`config.mk`:
```
export PLATFORM = sky130hd
export DESIGN_NAME = pc_mux
export DESIGN_NICKNAME = d
export VERILOG_FILES = /design/src/rtl/pc_mux_pkg.sv /design/src/rtl/pc_mux_reg.sv /design/src/rtl/pc_mux.sv
export SDC_FILE = /design/constraint.sdc
export NUM_CORES = 1
export LEC_CHECK = 0
export BUFFER_PORTS_ARGS = -buffer_cell sky130_fd_sc_hd__buf_2
export CAP_MARGIN = 20
export CORE_MARGIN = 2
export CORE_UTILIZATION = 34
export CTS_CLUSTER_SIZE = 25
export DETAILED_ROUTE_END_ITERATION = 7
export PLACE_DENSITY = 0.81
export SETUP_SLACK_MARGIN = 0.2
export SLEW_MARGIN = 20
export SYNTH_ARGS = -nofsm -noshare
export SYNTH_HDL_FRONTEND = slang
export SYNTH_SLANG_ARGS = --single-unit
```
`constraint.sdc`:
```
create_clock -name clk -period 1.6 [get_ports clk]
set_input_delay 0.16 -clock clk [delete_from_list [all_inputs] [get_ports clk]]
set_output_delay 0.16 -clock clk [all_outputs]
set_load 0.005 [all_outputs]
```
`src/rtl/pc_mux_pkg.sv`:
```
// pc_mux_pkg: shared constants and types for the RV32 next-PC path.
//   XLEN          - datapath / PC width
//   RESET_VECTOR  - PC value loaded on reset
//   pc_src_e      - next-PC select encodings
package pc_mux_pkg;

   localparam int          XLEN         = 32;
   localparam logic [31:0] RESET_VECTOR = 32'h0000_0000;

   typedef enum logic [1:0] {
      PC_SRC_PLUS4  = 2'd0,
      PC_SRC_TARGET = 2'd1,
      PC_SRC_ALU    = 2'd2,
      PC_SRC_HOLD   = 2'd3
   } pc_src_e;

endpackage

```
`src/rtl/pc_mux_reg.sv`:
```
// pc_reg: reset-vector register with load enable.
//   clk  - clock, rising edge
//   rst  - synchronous active-high reset, loads RESET_VALUE
//   en   - load enable; when low the register holds
//   d    - next value
//   q    - registered value
module pc_reg #(
   parameter int               WIDTH       = 32,
   parameter logic [WIDTH-1:0] RESET_VALUE = '0
) (
   input  logic             clk,
   input  logic             rst,
   input  logic             en,
   input  logic [WIDTH-1:0] d,
   output logic [WIDTH-1:0] q
);

   // NOTE: state is written with non-blocking assignments so every flop
   // samples its inputs before any of them change on this edge.
   always_ff @(posedge clk) begin
      if (rst) begin
         q <= RESET_VALUE;
      end else if (en) begin
         q <= d;
      end
   end

endmodule

```
`src/rtl/pc_mux.sv`:
```
// pc_mux: next-PC selector and architectural PC register.
//   clk, rst       - clock and synchronous active-high reset
//   pc_src         - select: 0 plus4, 1 target, 2 alu (JALR), 3 hold
//   pc_plus4       - current PC + 4
//   pc_target      - branch/JAL target
//   pc_alu         - JALR target (rs1 + imm)
//   pc_prev        - current PC, used for stalls
//   pc_next        - selected next PC (combinational)
//   pc_misaligned  - pc_next not word aligned (combinational)
//   pc             - registered architectural PC
//   pc_trap        - last update was refused because of misalignment
module pc_mux #(
   parameter int              XLEN         = pc_mux_pkg::XLEN,
   parameter logic [XLEN-1:0] RESET_VECTOR = pc_mux_pkg::RESET_VECTOR
) (
   input  logic            clk,
   input  logic            rst,
   input  logic [1:0]      pc_src,
   input  logic [XLEN-1:0] pc_plus4,
   input  logic [XLEN-1:0] pc_target,
   input  logic [XLEN-1:0] pc_alu,
   input  logic [XLEN-1:0] pc_prev,
   output logic [XLEN-1:0] pc_next,
   output logic            pc_misaligned,
   output logic [XLEN-1:0] pc,
   output logic            pc_trap
);

   import pc_mux_pkg::*;

   // JALR target with bit 0 cleared before the alignment check.
   logic [XLEN-1:0] jalr_target;
   assign jalr_target = pc_alu & ~XLEN'(1);

   // NOTE: pc_next gets a value on every path (the default arm covers any
   // encoding), so no latch is inferred.
   always_comb begin
      case (pc_src_e'(pc_src))
         PC_SRC_PLUS4:  pc_next = pc_plus4;
         PC_SRC_TARGET: pc_next = pc_target;
         PC_SRC_ALU:    pc_next = jalr_target;
         default:       pc_next = pc_prev;
      endcase
   end

   assign pc_misaligned = |pc_next[1:0];

   // A misaligned candidate is refused: the PC holds and the trap flag rises.
   pc_reg #(
      .WIDTH       (XLEN),
      .RESET_VALUE (RESET_VECTOR)
   ) u_pc_reg (
      .clk (clk),
      .rst (rst),
      .en  (!pc_misaligned),
      .d   (pc_next),
      .q   (pc)
   );

   always_ff @(posedge clk) begin
      if (rst) begin
         pc_trap <= 1'b0;
      end else begin
         pc_trap <= pc_misaligned;
      end
   end

endmodule

```
==> results.yml <==
cells_and_area:
  antenna_cells: 0
  multiInputGateArea_um2: 1440
  fillers: 591
  nets: 508
  final_area_um2: 3410
  seqCellArea_um2: 661
  area_growth_pct: 54.3
  final_layout_size_suffix_gt1_share_pct: 65.8
  final_util_pct: 54.0
route:
  drt_iter0_markers: 59
  met1_length_um: 2630
  wl_met2_um: 3790
  vias_per_cell: 4.86
  wl_per_cell_um: 15.4
  via_count: 2205
  top_layer: "met4"
  wl_met3_um: 508
  ant_nets: 0
  drc: 0
  firstDrtPassIters: 4
  wl_um: 7010
sta:
  fin_ws_ps: 144
  period_share_pct: 91.0
  setup_viol: 0
  hold_viol_final: 0
  fmax_mhz: 687
  min_period_ps: 1460
  worst_slew_pin_slew_ps: 343
  maxSlewViolCount: 0
  maxSlewHeadroom_pct: 77.2
  skew_ps: 0
  tns_ps: 0
  grt_setup_unrepaired: "yes"
grt:
  antenna_found_initial: 0
  grt_pass1_wl_um: 10900
  grt_max_degree: 40
  overflow: 0
  grt_usage_pct: 19.5
  grt_pass1_vias: 2234
clock_tree:
  hold_buffers: 0
  cts_tree: "done"
  cts_root_buffer: "clkbuf_8"
  cts.clk_slew.worst_paths_ps: 70
  htreeDepth: 2
  insertion_delay_ps: 280
  cts_max_path_buffers: 2
  cts_buffers: 5
  clock_sinks: 33
status:
  outcome: "completed"
critical_path:
  path_delay_family: "multiplexers"
  cpMaxStageDelayCell: "mux4_2"
  critical_path_class: "input pin to output port"
  crit_buf_inv: 3
  crit_path_cell_trace: "buf_8 > mux4_2 > a211o_4 > buf_12 > buf_6"
  crit_fanout: 5
  crit_arrival_ps: 1300
  cp.required_ps: 1440
  r2r_setup_slack_ps: 970
  crit_path_end_kind: "output port"
  critPathMaxStageDelay_ps: 520
  critPathLaunchType: "input pin"
pwr:
  power.share.switching_pct: 28.6
  p_comb_share_pct: 34.4
  peakVddDrop_mv: 0.366
  p_switching_uw: 675
  p_per_area_nw_per_um2: 691
  p_int_mw: 1.68
  power.leakage_nw: 1.78
  clkPwrFrac_pct: 26.1
  p_seq_share_pct: 39.5
floorplan:
  core_area_um2: 6310
  die_area_um2: 7160
  start_util_pct: 35.0
  chipHeight_um: 84.6
  dieWidth_um: 84.6
  ios: 198
  rows: 29
synthesis:
  yosysSeqAreaShare_pct: 29.9
  yosys.cell_types.count: 15
  synth_compound_area_share_pct: 0.737
  ys_ff_latch: 33
  synth_xor_area_share_pct: 0
  synth.avg_cell_area_um2: 12.2
  syn-cell-area_um2: 2210
  yosys.area_share.simple_pct: 18.4
  syn-num-nets: 313
  synth_top_family_by_area: "multiplexers"
  postSynthCellCount: 181
  synthAdderAreaFrac_pct: 0
  synthMuxAreaShare_pct: 45.7
  synth_warnings: 0
placed_design:
  place_ws_ps: -23.5
  placed_area_um2: 3270
  io_buffers: 196
  gp_congestion: 0.792
  dp_hpwl_um: 5820
run:
  max_cap_viol_count: 0
worst_hold_path:
  hp-class: "input pin to flop"
[tightest hold or removal path, stage by stage]
cell and delay (ps):
buf_2 70, mux4_2 230, nand2b_1 50, mux2i_1 100
[routing by layer]
layer	GRT usage, %	vias up
met5	0	-
met3	4.42	7
met2	35.5	108
li1	-	1046
met4	5.77	0
met1	22.7	1044
[synth_stat cells]
library cell	instances	area [µm²]
a211o_1	1	8.76
a21o_1	1	7.51
and3_1	1	6.26
and3b_1	2	17.5
buf_1	4	15.0
buf_2	3	15.0
buf_6	5	56.3
clkbuf_1	7	26.3
dfxtp_1	33	661
inv_1	1	3.75
mux2_2	1	11.3
mux2i_1	30	300
mux4_2	31	698
nand2b_1	60	375
nor2b_1	1	6.26
[stage by stage]
stage | total power, mW | cells | hold WS [ps]
final | 2.36 | 454 | 372
after global routing | 2.49 | 454 | 386
after CTS | 2.39 | 454 | 368
after detailed placement | 1.74 | 443 | 461
after global placement | 1.72 | 443 | 457
after floorplan | 1.37 | 181 | 444
[placed cells by master, fill, tap and decap left out]
cell type	n
buf_2	194
nand2b_1	60
dfxtp_1	33
mux4_2	31
mux2i_1	30
buf_4	7
clkbuf_8	5
buf_12	3
and3b_1	2
clkinv_2	2
buf_6	2
inv_1	1
mux2_2	1
and3_1	1
a211o_4	1
a21o_1	1
nor2b_1	1
clkinvlp_4	1
buf_8	1
[state kept, by name, summed over array words and instances, names as in the netlist]
register    flops
pc_trap         1
u_pc_reg.q     32
[layout make-up]
cell class              count  area share [%]
repair buffers            207            32.9
well taps                  77            2.83
clock buffers               5            2.02
multi-input cells         128            42.3
clock inverters             3           0.514
flip-flops and latches     33            19.4
inverters                   1           0.110
[power by group through the flow]
| stage | Clock (mW) | Sequential, mW | Combinational (mW) |
|---|---|---|---|
| 2_1_floorplan | 0 | 0.956 | 0.417 |
| 3_3_place_gp | 0 | 0.949 | 0.774 |
| 3_5_place_dp | 0 | 0.949 | 0.793 |
| 4_1_cts | 0.639 | 0.931 | 0.817 |
| 5_1_grt | 0.672 | 0.939 | 0.877 |
| 6_report | 0.614 | 0.931 | 0.810 |
[path summary, 6_finish.rpt]
kind                                       end  cells after the start           start
worst max-delay path             pc_misaligned                      5       pc_src[0]
worst min-delay path            u_pc_reg.q[10]                      4     pc_prev[10]
worst max register to register  u_pc_reg.q[13]                      2  u_pc_reg.q[13]
worst min register to register  u_pc_reg.q[18]                      2  u_pc_reg.q[18]
[kinds of logic (layout without fill, tap and decap cells)]
group                  Yosys count  in the layout
buffers and inverters           20            216
AOI/OAI and AO/OA                2              2
DFF                             33             33
and+or+nand+nor                 64             64
muxes                           62             62
[what timing repair did]
item | in CTS | in global routing
setup buffers | 3 | 0
endpoints found under the setup margin | 31 | 47
gates resized for setup | 5 | 1
pin swaps | 1 | 1
endpoints found under the hold margin | 0 | 0
No activity file was read; power rests on OpenSTA's default activity.
